[config.mk]
export PLATFORM = sky130hd
export DESIGN_NAME = trap_sequencer
export DESIGN_NICKNAME = d
export VERILOG_FILES = /design/src/rtl/trap_sequencer.sv
export SDC_FILE = /design/constraint.sdc
export NUM_CORES = 1
export LEC_CHECK = 0
export BUFFER_PORTS_ARGS = -buffer_cell sky130_fd_sc_hd__buf_2
export CAP_MARGIN = 5
export CORE_MARGIN = 5
export CORE_UTILIZATION = 50
export DETAILED_ROUTE_END_ITERATION = 10
export GPL_ROUTABILITY_DRIVEN = 0
export PLACE_DENSITY = 0.76
export SYNTH_ARGS = -nofsm -noshare
export SYNTH_HDL_FRONTEND = slang
export SYNTH_SLANG_ARGS = --single-unit
[constraint.sdc]
create_clock -name clk -period 9.6 [get_ports clk]
set_input_delay 0 -clock clk [delete_from_list [all_inputs] [get_ports clk]]
set_output_delay 0 -clock clk [all_outputs]
set_load 0.01 [all_outputs]
[src/rtl/trap_sequencer.sv]
// M-mode trap/return sequencer: kills the trapping MEM-stage instruction, streams
// mepc/mcause/mstatus through the CSR write port, then redirects fetch.
module trap_sequencer #(
   parameter int XLEN       = 32,
   parameter int CSR_ADDR_W = 12
) (
   input  logic                  clk,
   input  logic                  rst_n,
   input  logic                  inst_valid,
   input  logic [XLEN-1:0]       inst_pc,
   input  logic [1:0]            exc_status,
   input  logic                  invalid_instruction,
   input  logic                  meip,
   input  logic                  mtip,
   input  logic [XLEN-1:0]       mstatus_in,
   input  logic [XLEN-1:0]       mie_in,
   input  logic [XLEN-1:0]       mtvec_in,
   input  logic [XLEN-1:0]       mepc_in,
   output logic                  trap_kill,
   output logic                  busy,
   output logic                  csr_we,
   output logic [CSR_ADDR_W-1:0] csr_waddr,
   output logic [XLEN-1:0]       csr_wdata,
   output logic                  redirect_valid,
   output logic [XLEN-1:0]       redirect_pc
);

   localparam logic [CSR_ADDR_W-1:0] ADDR_MSTATUS = CSR_ADDR_W'(12'h300);
   localparam logic [CSR_ADDR_W-1:0] ADDR_MEPC    = CSR_ADDR_W'(12'h341);
   localparam logic [CSR_ADDR_W-1:0] ADDR_MCAUSE  = CSR_ADDR_W'(12'h342);

   localparam logic [XLEN-1:0] CAUSE_MEI     = {1'b1, (XLEN-1)'(11)};
   localparam logic [XLEN-1:0] CAUSE_MTI     = {1'b1, (XLEN-1)'(7)};
   localparam logic [XLEN-1:0] CAUSE_ILLEGAL = XLEN'(2);
   localparam logic [XLEN-1:0] CAUSE_BREAK   = XLEN'(3);
   localparam logic [XLEN-1:0] CAUSE_ECALL   = XLEN'(11);

   typedef enum logic [2:0] {
      IDLE, T_MEPC, T_MCAUSE, T_MSTATUS, R_MSTATUS, REDIR
   } state_t;

   state_t                  state_q, state_d;
   logic                    mret_q, mret_d;
   logic [XLEN-1:0]         pc_q, pc_d;
   logic [XLEN-1:0]         cause_q, cause_d;
   logic [XLEN-1:0]         mstatus_q, mstatus_d;
   logic [XLEN-1:0]         mtvec_q, mtvec_d;
   logic [XLEN-1:0]         mepc_q, mepc_d;
   logic                    csr_we_q, csr_we_d;
   logic [CSR_ADDR_W-1:0]   csr_waddr_q, csr_waddr_d;
   logic [XLEN-1:0]         csr_wdata_q, csr_wdata_d;
   logic                    redirect_valid_q, redirect_valid_d;
   logic [XLEN-1:0]         redirect_pc_q, redirect_pc_d;

   logic                    irq_ext, irq_tim, trig, trig_mret;
   logic [XLEN-1:0]         trig_cause, base, ms_trap, ms_ret;
   logic                    unused_ok;

   assign unused_ok = ^{mie_in, mstatus_in};

   always_comb begin
      irq_ext    = meip & mie_in[11] & mstatus_in[3];
      irq_tim    = mtip & mie_in[7] & mstatus_in[3];
      trig_mret  = 1'b0;
      trig_cause = '0;
      if (irq_ext)                  trig_cause = CAUSE_MEI;
      else if (irq_tim)             trig_cause = CAUSE_MTI;
      else if (invalid_instruction) trig_cause = CAUSE_ILLEGAL;
      else if (exc_status == 2'b10) trig_cause = CAUSE_BREAK;
      else if (exc_status == 2'b01) trig_cause = CAUSE_ECALL;
      else if (exc_status == 2'b11) trig_mret  = 1'b1;
      trig = (state_q == IDLE) & inst_valid &
             (irq_ext | irq_tim | invalid_instruction | (exc_status != 2'b00));
   end

   assign trap_kill = trig;
   assign busy      = (state_q != IDLE);

   always_comb begin
      state_d   = state_q;
      mret_d    = mret_q;
      pc_d      = pc_q;
      cause_d   = cause_q;
      mstatus_d = mstatus_q;
      mtvec_d   = mtvec_q;
      mepc_d    = mepc_q;
      case (state_q)
         IDLE: if (trig) begin
            state_d   = trig_mret ? R_MSTATUS : T_MEPC;
            mret_d    = trig_mret;
            pc_d      = inst_pc;
            cause_d   = trig_cause;
            mstatus_d = mstatus_in;
            mtvec_d   = mtvec_in;
            mepc_d    = mepc_in;
         end
         T_MEPC:    state_d = T_MCAUSE;
         T_MCAUSE:  state_d = T_MSTATUS;
         T_MSTATUS: state_d = REDIR;
         R_MSTATUS: state_d = REDIR;
         REDIR:     state_d = IDLE;
         default:   state_d = IDLE;
      endcase
   end

   // Outputs are registered, so they are derived from the next state and the
   // next capture values to be valid in the cycle the state is entered.
   always_comb begin
      ms_trap          = mstatus_d;
      ms_trap[7]       = mstatus_d[3];
      ms_trap[3]       = 1'b0;
      ms_trap[12:11]   = 2'b11;
      ms_ret           = mstatus_d;
      ms_ret[3]        = mstatus_d[7];
      ms_ret[7]        = 1'b1;
      ms_ret[12:11]    = 2'b11;
      base             = mtvec_d & ~XLEN'(3);
      csr_we_d         = 1'b0;
      csr_waddr_d      = '0;
      csr_wdata_d      = '0;
      redirect_valid_d = 1'b0;
      redirect_pc_d    = '0;
      case (state_d)
         T_MEPC: begin
            csr_we_d    = 1'b1;
            csr_waddr_d = ADDR_MEPC;
            csr_wdata_d = pc_d & ~XLEN'(3);
         end
         T_MCAUSE: begin
            csr_we_d    = 1'b1;
            csr_waddr_d = ADDR_MCAUSE;
            csr_wdata_d = cause_d;
         end
         T_MSTATUS: begin
            csr_we_d    = 1'b1;
            csr_waddr_d = ADDR_MSTATUS;
            csr_wdata_d = ms_trap;
         end
         R_MSTATUS: begin
            csr_we_d    = 1'b1;
            csr_waddr_d = ADDR_MSTATUS;
            csr_wdata_d = ms_ret;
         end
         REDIR: begin
            redirect_valid_d = 1'b1;
            if (mret_d)
               redirect_pc_d = mepc_d & ~XLEN'(3);
            else if (mtvec_d[1:0] == 2'b01 && cause_d[XLEN-1])
               redirect_pc_d = base + {cause_d[XLEN-3:0], 2'b00};
            else
               redirect_pc_d = base;
         end
         default: ;
      endcase
   end

   always_ff @(posedge clk or negedge rst_n) begin
      if (!rst_n) begin
         state_q          <= IDLE;
         mret_q           <= 1'b0;
         pc_q             <= '0;
         cause_q          <= '0;
         mstatus_q        <= '0;
         mtvec_q          <= '0;
         mepc_q           <= '0;
         csr_we_q         <= 1'b0;
         csr_waddr_q      <= '0;
         csr_wdata_q      <= '0;
         redirect_valid_q <= 1'b0;
         redirect_pc_q    <= '0;
      end else begin
         state_q          <= state_d;
         mret_q           <= mret_d;
         pc_q             <= pc_d;
         cause_q          <= cause_d;
         mstatus_q        <= mstatus_d;
         mtvec_q          <= mtvec_d;
         mepc_q           <= mepc_d;
         csr_we_q         <= csr_we_d;
         csr_waddr_q      <= csr_waddr_d;
         csr_wdata_q      <= csr_wdata_d;
         redirect_valid_q <= redirect_valid_d;
         redirect_pc_q    <= redirect_pc_d;
      end
   end

   assign csr_we         = csr_we_q;
   assign csr_waddr      = csr_waddr_q;
   assign csr_wdata      = csr_wdata_q;
   assign redirect_valid = redirect_valid_q;
   assign redirect_pc    = redirect_pc_q;

endmodule

Word-level counts from Yosys, hierarchy flattened. Cells that the tools add are included.

Input port bits: 168. Word-level logic and storage cells: 79. Flip-flop bits (word level): 242.

Equality and inequality tests: 13. Muxes and demuxes: 33. Reductions and logical operators: 8. Bitwise operators: 9. $add $sub $neg: 1.

Operators by type and width (number): 32-bit 2-to-1 mux (15); 32-bit case mux with 4 select lines (1); 32-bit adder (1); 10-bit case mux with 3 select lines (1); 3-bit by 2-bit == test with 1-bit output, second input constant (4); 4-bit 2-to-1 mux (3); 3-bit case mux with 4 select lines (1); 1-bit 2-to-1 mux (10); 3-bit == test, second input constant (3); 1-bit AND (6); 3-bit by 1-bit == test with 1-bit output, second input constant (2); 3-bit 2-to-1 mux (2); 2-bit by 1-bit == test with 1-bit output, second input constant (2); 2-bit == test, second input constant (2); 2-bit OR reduction (2); 4-bit OR reduction (1); 3-bit logical NOT (1); 1-bit OR (3); 3-bit nonzero test (1); 2-bit AND reduction (1); 2-bit nonzero test (1); 1-bit logical AND (1).

Logic depth before layout (Yosys ltp). Gate-level depths: netlist of run 1.

Word-level depth: 13. Depth in mapped cells: 21. Mapped depth without buffers: 18.

Worst setup path after synthesis of run 1. No wires, ideal clock.

Kind: register to register. Start point: register state_q[2]. End point: register redirect_pc_q[31], in the netlist redirect_pc[31]. Clock period less this slack: 4.541 ns. Stages on the path, launching flop included: 20. Path buffers: 6. Library setup time: 0.122 ns. Slack: 5.059 ns. Data required time: 9.478 ns. Arrival time: 4.419 ns. Cell sequence: dfrtp_1 -> buf_6 -> or4b_4 -> a211o_4 -> buf_6 -> clkbuf_1 -> clkbuf_1 -> clkbuf_1 -> and2_1 -> ha_1 -> clkbuf_1 -> a21o_1 -> a21o_1 -> a21oi_1 -> o21ai_0 -> a221o_1 -> or4_1 -> mux2i_1 -> o21ai_1 -> a32o_1.

RTL lines: start, declared (line 42) `state_t state_q, state_d;`; start signal, assigned (line 172) `state_q <= state_d;`; 3-bit logical NOT (*) (line 72, 87); 1-bit AND (2 in series) (line 72) `trig = (state_q == IDLE) & inst_valid &`; 32-bit 2-to-1 mux (line 88) `IDLE: if (trig) begin`; 32-bit 2-to-1 mux (*) (line 87) `case (state_q)`; via cause_d[22] (line 45) `logic [XLEN-1:0] cause_q, cause_d;`; 32-bit adder (*) (line 149) `redirect_pc_d = base + {cause_d[XLEN-3:0], 2'b00};`; 32-bit 2-to-1 mux (*) (line 148) `else if (mtvec_d[1:0] == 2'b01 && cause_d[XLEN-1])`; 32-bit 2-to-1 mux (*) (line 146) `if (mret_d)`; 32-bit 2-to-1 mux (*) (line 123) `case (state_d)`; via redirect_pc_d[31] (line 53) `logic [XLEN-1:0] redirect_pc_q, redirect_pc_d;`; end signal, assigned (line 183) `redirect_pc_q <= redirect_pc_d;`; end, declared (line 53).

Mark *: on every way through the listed nets, which the timed path passes. The rest lies on a longest branch. A chain may end at the register's enable or synchronous reset.

Worst setup path in the final report of run 1.
Start point: register state_q[2]. End point: register redirect_pc_q[31], in the netlist redirect_pc[31].

RTL lines: 3-bit logical NOT (*) (line 72, 87); 1-bit AND (2 in series) (line 72); 32-bit 2-to-1 mux (line 88); 32-bit 2-to-1 mux (*) (line 87); via mtvec_d[24] (line 47) `logic [XLEN-1:0] mtvec_q, mtvec_d;`; 32-bit adder (*) (line 149); 32-bit 2-to-1 mux (*) (line 148); 32-bit 2-to-1 mux (*) (line 146); 32-bit 2-to-1 mux (*) (line 123); via redirect_pc_d[31] (line 53).

Marked as above.

==> results of run 1 <==
## critical path, cell delays in order, from the launching register on
cell,delay [ns]
dfrtp_1,0.48
or4b_4,0.58
a211o_4,0.53
inv_4,0.50
buf_4,0.52
nand2_1,0.10
nand2_1,0.12
ha_1,0.35
a21o_1,0.20
a21o_1,0.18
a21oi_1,0.27
o21ai_0,0.15
a221o_1,0.37
or4_1,0.40
mux2i_1,0.14
o21ai_1,0.08
a32o_1,0.22
## Yosys cell counts (5+ instances only)
cell type,number
dfrtp_1,223
and2_1,40
mux2i_1,13
a221o_1,26
xnor2_1,11
a311oi_1,10
a211oi_1,11
buf_4,10
a21o_1,23
clkbuf_1,46
buf_1,12
inv_1,19
o211ai_1,9
a21oi_1,45
nand2_1,413
a31oi_1,12
o21ai_0,24
or3_1,7
xor2_1,19
nor2b_1,27
ha_1,32
nor3_1,7
o21ai_1,7
nand3_1,21
buf_2,6
nor2_1,37
o2111ai_1,5
## timing repair
action                                 4_1_cts  5_1_grt
resized for setup                            0        0
hold buffers                               125        0
endpoints found under the hold margin      265        0
setup endpoints to repair                    0        0
## worst min path at each step
| stage | from | endpoint | slack (ns) |
|---|---|---|---|
| floorplan | rst_n | cause_q[0]$_DFF_PN0_ | -0.30 |
| global placement | rst_n | csr_waddr[0]$_DFF_PN0_ | 0.02 |
| detailed placement | rst_n | csr_waddr[6]$_DFF_PN0_ | 0.02 |
| CTS | mie_in[11] | cause_q[2]$_DFF_PN0_ | 0.007 |
| global route | meip | cause_q[2]$_DFF_PN0_ | 0.008 |
| finish | meip | cause_q[2]$_DFF_PN0_ | 0.02 |
## power groups by stage
stage	clock network, mW	registers, mW	logic [mW]
after floorplan	0	1.45	1.02
after global placement	0	1.42	1.47
after detailed placement	0	1.43	1.51
after CTS	1.01	1.42	1.56
after global routing	1.05	1.45	1.75
final	0.994	1.42	1.58
## through the flow
stage	hold slack [ns]	util	instance area [sq um]
after floorplan	-0.2956	-	10900
after global placement	0.02177	0.5564	12030
after detailed placement	0.01944	0.5564	12030
after CTS	0.006501	0.6541	14140
after global routing	0.008131	0.6543	14150
final	0.02183	0.6543	14150
## registers in the layout, summed over array words and instances (netlist names)
register        count
mstatus_q          29
mret_q              1
csr_wdata          32
pc_q               28
csr_we              1
mtvec_q            32
redirect_valid      1
state_q             3
csr_waddr           4
redirect_pc        30
mepc_q             30
cause_q            32
## kinds of logic (layout without fill, tap and decap cells)
family                     Yosys count  in the layout  share of synthesized area
and+or+nand+nor                    573            573                     0.2247
DFF                                223            223                     0.5132
AOI/OAI and AO/OA                  212            212                     0.1421
buffers and inverters               97            405                    0.03901
adders and majority gates           33             33                    0.03866
xor gates and xnor gates            30             30                    0.02416
muxes                               18             18                    0.01783
other                                1             11                  0.0003449
## per-layer routing
| layer | global-route usage | part of all wire | up-vias |
|---|---|---|---|
| met1 | 0.3101 | 0.39 | 4726 |
| met5 | 0 | 0 | - |
| li1 | - | - | 4604 |
| met3 | 0.04097 | 0.067 | 103 |
| met4 | 0.1086 | 0.043 | 0 |
| met2 | 0.4409 | 0.50 | 435 |
## placed cells by master (no fill, tap or decap), drive strengths merged, types with 12 or more instances in the layout
cell	instances
nand3	21
nand2	413
dlygate4sd3	125
a221o	26
mux2i	13
inv	22
xor2	19
and2	40
clkbuf	33
a211oi	13
dfrtp	223
o21ai	34
nor2	37
nor2b	27
buf	214
ha	32
a31oi	12
a21oi	46
a21o	23
## layout make-up
type                            count  area [sq um]  area share
Sequential cell                   223          5580      0.3944
Multi-Input combinational cell    875          4906      0.3468
Timing Repair Buffer              339          2362      0.1670
Clock buffer                       33         705.7     0.04988
Tap cell                          280         350.3     0.02476
Clock inverter                     12         156.4     0.01106
Inverter                           21         81.33    0.005749
Antenna cell                        2         5.005   0.0003538
==> results.md, run 1 <==
- Crit path capture: redirect_pc[31]$_DFF_PN0_
- WHS Path Cells: 4
- Endpoint class of the critical path: flop
- Via count: 9868
- Yosys top cell by area: dfrtp_1
- Clock Skews: 0.01112 ns
- Distinct cell type count after synthesis: 69
- Gr ovfl total: 0
- Slew Viols, Final: 0
- CTS Sinks: 223
- Cell Int Power: 2.466 mW
- Tcrit/Tclk final: 0.5611
- Top cells by area, synth: dfrtp_1 51%, nand2_1 14%, ha_1 3.7%, a221o_1 2.4%, and2_1 2.3%
- Clock network fraction of total power: 0.248
- Fmax: 185.6 MHz
- Fin cells: 1785
- Outcome: complete, no violations
- Power Density: 282.7 mW/mm^2
- CTS tree: yes
- Clock Path Buffers: 3
- Unrepaired setup endpoints after global routing: no
- Post-route antenna net violation count: 0
- Final WL: 31890 um
- Switching Share: 0.3833
- Synth warn: 0
- Psw: 1.533 mW
- Leak: 7.505 nW
- Area grow syn2layout: 30.10%
- Worst rel slew slack: 0.2206
- R2R depth: 16
- Core area: 0.02162 sq mm
- Root Buffer: clkbuf_16
- Vias in the first global route: 9966
- Sequential fraction of design power: 0.356
- Post-CTS Setup Bufs: 0
- Req. time, crit path: 10.01 ns
- Yosys top cell area share: 0.5132
- Total GRT Usage: 0.2524
- Crit Path Category: flop to flop
- Final min period: 5.387 ns
- Total power: 3.999 mW
- Via density: 5.528
- Initial antenna violation count: 2
- Pre-CTS WS: 4.269 ns
- Critical Path AT: 5.80 ns
- Placed cells: 1613
- Primary FF master, synth: dfrtp_1
- # rows: 54
- Final Hold Viols: 0
- Max Cap Viol: 0
- Post-synth EDFFs: 0
- Worst R2R End: redirect_pc[31]$_DFF_PN0_
- H-tree depth: 1
- Finish-stage setup viols: 0
- Ys async rst share: 1.000
- Number of port buffers: 202
- Residual DRC: 0
- First-pass GRT wire length: 50150 um
- Post-synthesis sequential area ratio: 0.5132
- Syn avg cell area: 9.161 sq um
- Die Ht: 157.5 um
- Hold crit path type: input pin to flop
- R2r startpoint: state_q[2]$_DFF_PN0_
- WL/cell: 17.87 um
- Share of cells above drive strength 1: 0.1830
- Worst setup margin: 4.213 ns
- I/O pins: 248
- CP startpoint: state_q[2]$_DFF_PN0_
- Largest net degree at the start of global routing: 84
- #FFs+latches synth: 223
- Initial core utilization: 0.5030
- Netlist Area Pre-Place: 0.01087 sq mm
- DP HPWL: 20210 um
- CTS Buf Count: 25
- FILL cells: 1718
- Maximum VDD drop: 0.0001868 V
- Reg2reg setup slack: 4.21 ns
- Syn Inst Count: 1187
- Initial DRC Count: 728
- Reg clk slew, reported paths: 0.06 ns
- Combinational fraction of design power: 0.395
- Worst-Margin Slew: 1.168 ns
- Setup TNS: 0 ns
- Worst-Skew Late Latency: 0.53 ns
- Die area: 0.02480 sq mm
- Critical path launch point type: flop
- CP Max Fanout: 58
- Drt pass-1 iters: 6
- Die W: 157.5 um
- Final nets: 1686
Note: power is estimated with default switching activity, not from simulation.
==> run 2: changes to the inputs <==
Settings changed: CORE_UTILIZATION 50 to 49, PLACE_DENSITY 0.76 to 0.77.
Clock period 9.6 ns to 4.9 ns, I/O delays scaled along.
==> run 2 against run 1 <==
  * Clock power increased by 110%
  * Non-clock buffer count up 6
  * Critical path depth unchanged
  * Cell area up 1.3%
  * Combinational power rose by 99%
  * Sequential power up 96%
  * Register-to-register slack got worse by 3.8 ns
  * Sequential share of layout area decreased by 0.50 points
  * First-iteration DRC count decreased by 13%
  * Global-route usage decreased by 0.78 points
  * Final cell count up 0.34%
  * Critical path type unchanged
==> results.md, run 2 (synthesis results as in run 1) <==
- Outcome: complete, no violations
- Reg clk slew, reported paths: 0.06 ns (about the same)
- Final Hold Viols: 0 (unchanged)
- Req. time, crit path: 5.32 ns (-4.69 ns)
- Worst setup margin: 0.4441 ns (-3.769 ns)
- Area grow syn2layout: 31.76%
- Total placed instance area: 0.01213 sq mm (+0.83%)
- Residual DRC: 0 (unchanged)
- R2r startpoint: state_q[2]$_DFF_PN0_
- Worst R2R End: redirect_pc[31]$_DFF_PN0_
- Critical Path AT: 4.88 ns (-0.92 ns)
- Unrepaired setup endpoints after global routing: no
- Post-route antenna net violation count: 0 (unchanged)
- Utilization after layout: 0.6565 (+0.002179)
- Maximum VDD drop: 0.0003501 V (+87%)
- CP Max Fanout: 33 (-43%)
- Number of port buffers: 202 (unchanged)
- Core area: 0.02182 sq mm (+0.94%)
- Via density: 5.477 (-0.92%)
- Slew Viols, Final: 0 (unchanged)
- Length of routed met3 wiring: 1865 um (-13%)
- Share of cells above drive strength 1: 0.1861 (+0.003125)
- H-tree depth: 1 (unchanged)
- Crit Path Category: flop to flop
- Clock Path Buffers: 3 (unchanged)
- Initial DRC Count: 633 (-13%)
- Via count: 9810 (-0.59%)
- Setup TNS: 0 ns (unchanged)
- R2R depth: 16 (unchanged)
- Max Cap Viol: 0 (unchanged)
- Final min period: 4.456 ns (-0.9307 ns)
- Register area: 0.005580 sq mm (unchanged)
- Design Area, Final: 0.01433 sq mm (+1.3%)
- Worst-Skew Late Latency: 0.53 ns (about the same)
- Initial core utilization: 0.4983 (-0.004671)
- Drt pass-1 iters: 7 (+1)
- Worst-Margin Slew: 0.9122 ns (-0.2557 ns)
- FILL cells: 1665 (-3.1%)
- WL/cell: 17.70 um (-0.93%)
- First-pass GRT wire length: 51670 um (+3.0%)
- Tcrit/Tclk final: 0.9094 (+0.3483)
- Pre-CTS WS: 0.4791 ns (-3.790 ns)
- Initial antenna violation count: 1 (-1)
- Clock Skews: 0.01880 ns (+0.007681 ns)
- I/O pins: 248 (unchanged)
- Power Density: 559.7 mW/mm^2 (+98%)
- Root Buffer: clkbuf_16
- Area of the multi-input gates: 0.004906 sq mm (unchanged)
- Most frequent cells in the layout: 413 x nand2_1, 223 x dfrtp_1, 201 x buf_2
- Most common cell after layout, fill and taps aside: nand2_1
- Finish-stage setup viols: 0 (unchanged)
- Endpoint class of the critical path: flop
- Final nets: 1692 (+0.36%)
- Reg2reg setup slack: 0.44 ns (-3.77 ns)
- Vias in the first global route: 10030 (+0.68%)
- Final WL: 31700 um (-0.60%)
- Leak: 7.590 nW (+1.1%)
- Worst rel slew slack: 0.3761 (+0.1556)
- Fmax: 224.4 MHz (+21%)
- Metal1 wirelength: 12430 um (+0.90%)
- CTS tree: yes
- CTS Sinks: 223 (unchanged)
- Metal2 WL: 15990 um (-0.36%)
- Die Ht: 159.0 um (+0.95%)
- CTS Buf Count: 25 (unchanged)
- Largest net degree at the start of global routing: 159 (+89%)
- Die W: 159.0 um (+0.95%)
- Top layer reached by signal wires: met4
- Total GRT Usage: 0.2446 (-0.007789)
- Gr ovfl total: 0 (unchanged)
- Die area: 0.02527 sq mm (+1.9%)
- DP HPWL: 20410 um (+0.99%)
- Hold crit path type: input pin to asynchronous set/reset pin
- # rows: 54 (unchanged)
- Critical path launch point type: flop
-- run 2: cell count changes in the layout (fill, tap and decap cells not counted), sizes merged --
cell,previous run,this run
buf,214,219
bufinv,3,6
clkinv,7,5
diode,2,1
dlygate4sd3,125,126
-- run 2: what timing repair did --
action,CTS,global route
setup buffers,0,0
hold buffers,126,0
endpoints found under the hold margin,248,0
gates resized for setup,0,0
-- run 2: stage by stage --
step | instances | total power, mW | hold WS [ns]
global placement | 1618 | 5.713 | -0.02446
CTS | 1790 | 8.026 | 0.01456
floorplan | 1195 | 4.842 | -0.2956
global route | 1791 | 8.552 | 0.04469
detailed placement | 1618 | 5.809 | -0.02141
finish | 1791 | 8.019 | 0.003697
-- run 2: critical path: stages, from the launching register on --
cell and delay (ns):
dfrtp_1 0.47, or4b_4 0.59, a211o_4 0.41, inv_4 0.20, buf_12 0.22, nand2_1 0.08, nand2_1 0.11, ha_1 0.26
a21o_1 0.16, a21o_1 0.17, a21oi_1 0.28, o21ai_0 0.14, a221o_1 0.37, or4_1 0.40, mux2i_1 0.14, o21ai_1 0.09
a32o_1 0.22
-- run 2: report_power, final --
part	leakage, nW	total, mW	internal (mW)	switching, mW
clock	0.457	2.10	1.33	0.768
combinational	4.25	3.14	1.17	1.97
sequential	2.89	2.78	2.54	0.244
total	7.59	8.02	5.03	2.98
-- run 2: routing by layer --
layer  vias to the layer above  track usage
li1                       4616            -
met1                      4742       0.2987
met2                       356       0.4284
met3                        96      0.04375
met4                         0       0.1008
met5                         -            0
-- run 2: how the worst max path moves through the flow --
stage | slack [ns] | depth (start not counted) | end | start
floorplan | 0.36 | 19 | redirect_pc[31]$_DFF_PN0_ | state_q[2]$_DFF_PN0_
global placement | 0.60 | 14 | redirect_pc[31]$_DFF_PN0_ | state_q[2]$_DFF_PN0_
detailed placement | 0.48 | 16 | redirect_pc[31]$_DFF_PN0_ | state_q[2]$_DFF_PN0_
CTS | 0.47 | 16 | redirect_pc[31]$_DFF_PN0_ | state_q[2]$_DFF_PN0_
global route | 0.15 | 15 | redirect_pc[30]$_DFF_PN0_ | state_q[2]$_DFF_PN0_
finish | 0.44 | 16 | redirect_pc[31]$_DFF_PN0_ | state_q[2]$_DFF_PN0_
-- run 2: final cells by class --
class                           instances  area share
Tap cell                              280     0.02445
Clock inverter                         13     0.01598
Sequential cell                       223      0.3895
Inverter                               21    0.005676
Timing Repair Buffer                  345      0.1726
Clock buffer                           33     0.04925
Multi-Input combinational cell        875      0.3424
Antenna cell                            1   0.0001747
==> run 3: changes to the inputs <==
Settings changed: CORE_UTILIZATION 49 to 50, CTS_BUF_LIST set to sky130_fd_sc_hd__clkbuf_4 sky130_fd_sc_hd__clkbuf_8 sky130_fd_sc_hd__clkbuf_16, PLACE_DENSITY 0.77 to 0.76.
Clock period 4.9 ns to 4.5 ns, I/O delays scaled along.
==> run 3 against run 2 <==
  * Core utilization is 0.66 points higher
  * Wire length is 1.4% higher
  * Clock-buffer cell count is 1 lower
  * Critical path depth unchanged
  * Final cell count grew 0.45%
  * Flip-flop and latch count is the same
  * Cell area barely moved
  * Via count rose by 0.96%
  * Critical endpoint is now redirect_pc[19]$_DFF_PN0_
  * Total power grew 6.9%
==> results.md, run 3 (synthesis results as in run 1) <==
- Reg clk slew, reported paths: 0.06 ns (about the same)
- Cell Int Power: 5.298 mW (+5.2%)
- Area grow syn2layout: 31.85% (about the same)
- # rows: 54 (unchanged)
- H-tree depth: 1 (unchanged)
- CP peak stage delay: 0.59 ns (about the same)
- Share of cells above drive strength 1: 0.1963 (+0.01022)
- I/O pins: 248 (unchanged)
- Clock Path Buffers: 3 (unchanged)
- Unrepaired setup endpoints after global routing: no
- Hold crit path type: input pin to flop
- Total placed instance area: 0.01217 sq mm (+0.36%)
- Initial core utilization: 0.5030 (+0.004671)
- Critical path launch point type: flop
- Via density: 5.505 (+0.51%)
- Clock network fraction of total power: 0.240 (-0.022)
- Worst setup margin: 0.1304 ns (-0.3137 ns)
- Placed cells: 1625 (+0.43%)
- CP Buf/Inv Count: 2 (unchanged)
- Fmax: 228.9 MHz (+2.0%)
- Initial DRC Count: 762 (+20%)
- CTS tree: yes
- Most common cell after layout, fill and taps aside: nand2_1
- Crit path top cell by count: nand2_1
- Root Buffer: clkbuf_16
- Slew Viols, Final: 0 (unchanged)
- Vias in the first global route: 9884 (-1.5%)
- Leak: 7.601 nW (+0.14%)
- Tcrit/Tclk final: 0.9710 (+0.06165)
- Final nets: 1702 (+0.59%)
- Worst-Margin Slew: 0.7959 ns (-0.1163 ns)
- CP max stage cell: or4b_4
- Combinational fraction of design power: 0.405 (+0.014)
- Worst-Skew Late Latency: 0.52 ns (about the same)
- Die W: 157.5 um (-0.94%)
- Reg2reg setup slack: 0.13 ns (-0.31 ns)
- Final min period: 4.370 ns (-0.08632 ns)
- Core area: 0.02162 sq mm (-0.93%)
- Crit-path cells: or4b_4, a211o_4, inv_4, buf_12, nand2_1, nand2_1, ha_1, a211o_1, o2111ai_1, mux2i_1, o22ai_2, o21ai_4, a211oi_2, nor2_1, mux2_1, a221oi_1
- DP HPWL: 20840 um (+2.1%)
- WL/cell: 17.87 um (+0.97%)
- Crit Path Category: flop to flop
- Max Cap Viol: 0 (unchanged)
- Critical Path AT: 4.78 ns (-0.10 ns)
- Req. time, crit path: 4.91 ns (-0.41 ns)
- Residual DRC: 0 (unchanged)
- Die area: 0.02480 sq mm (-1.9%)
- Post-route antenna net violation count: 0 (unchanged)
- Initial antenna violation count: 0 (-1)
- Delay-heaviest family, CP: compound AO/OA/AOI/OAI gates
- Maximum VDD drop: 0.0003620 V (+3.4%)
- Final WL: 32150 um (+1.4%)
- Worst rel slew slack: 0.4557 (+0.07954)
- Most frequent cells in the layout: 413 x nand2_1, 223 x dfrtp_1, 201 x buf_2
- Fin cells: 1799 (+0.45%)
- Final Hold Viols: 0 (unchanged)
- Design Area, Final: 0.01434 sq mm (about the same)
- Total GRT Usage: 0.2518 (+0.007160)
- Outcome: complete, no violations
- Clock Skews: 0.01315 ns (-0.005646 ns)
- Power Density: 597.6 mW/mm^2 (+6.8%)
- Gr ovfl total: 0 (unchanged)
- Total power: 8.569 mW (+6.9%)
- Switching Share: 0.3817 (+0.009644)
- Via count: 9904 (+0.96%)
- Psw: 3.271 mW (+9.6%)
- First-pass GRT wire length: 50090 um (-3.1%)
- Drt pass-1 iters: 6 (-1)
- CTS Buf Count: 24 (-4.0%)
- CTS Sinks: 223 (unchanged)
- Number of port buffers: 202 (unchanged)
- Pre-CTS WS: 0.1825 ns (-0.2966 ns)
- CP Max Fanout: 31 (-6.1%)
- Endpoint class of the critical path: flop
- Largest net degree at the start of global routing: 122 (-23%)
- Setup TNS: 0 ns (unchanged)
- Sequential fraction of design power: 0.354 (+0.007)
- Die Ht: 157.5 um (-0.94%)
- Finish-stage setup viols: 0 (unchanged)
## run 3: tightest hold or removal path: stages
cell and delay [ns]:
buf_2 0.12, inv_1 0.06, a21oi_1 0.16, o21ai_1 0.15
## run 3: layout make-up
type | count | area [sq um]
antenna | 1 | 2.502
clock buffer | 32 | 673.1
clock inverter | 11 | 163.9
fill | 1686 | 7283
inverter | 21 | 81.33
multi-input combinational | 875 | 4943
sequential | 223 | 5580
tap | 280 | 350.3
timing repair buffer | 356 | 2542
## run 3: path summary, 6_finish.rpt
check / from / to / cells past startpoint
max reg2reg: state_q[2]$_DFF_PN0_ / redirect_pc[19]$_DFF_PN0_ / 16
min in group asynchronous: rst_n / csr_we$_DFF_PN0_ / 2
min: invalid_instruction / cause_q[0]$_DFF_PN0_ / 4
max in group asynchronous: rst_n / redirect_pc[23]$_DFF_PN0_ / 3
max: state_q[2]$_DFF_PN0_ / redirect_pc[19]$_DFF_PN0_ / 16
min reg2reg: mstatus_q[5]$_DFF_PN0_ / mstatus_q[5]$_DFF_PN0_ / 2
## run 3: per-stage QoR
step                hold WS, ns    util
floorplan               -0.2956       -
global placement        0.09356  0.5630
detailed placement       0.1038  0.5630
CTS                     0.03289  0.6601
global route            0.05692  0.6630
finish                  0.05934  0.6631
## run 3: routing by layer
layer / GRT usage / vias to the layer above / routed length [um]
met3: 0.03547 / 98 / 1870
met2: 0.4409 / 387 / 16170
li1: - / 4632 / -
met4: 0.1082 / 0 / 1379
met1: 0.3120 / 4787 / 12730
met5: 0 / - / 0
## run 3: repair_timing
| item | CTS | global route |
|---|---|---|
| endpoints found under the hold margin | 283 | 0 |
| hold buffers | 126 | 0 |
| resized for setup | 0 | 7 |
| setup endpoints to repair | 0 | 7 |
| buffers inserted | 0 | 4 |
## run 3: power groups by stage
stage	sequential, mW	clock [mW]	combinational [mW]
final	3.04	2.06	3.47
after global routing	3.10	2.18	3.83
after CTS	3.03	2.09	3.42
after detailed placement	3.06	0	3.30
after global placement	3.03	0	3.22
after floorplan	3.10	0	2.17
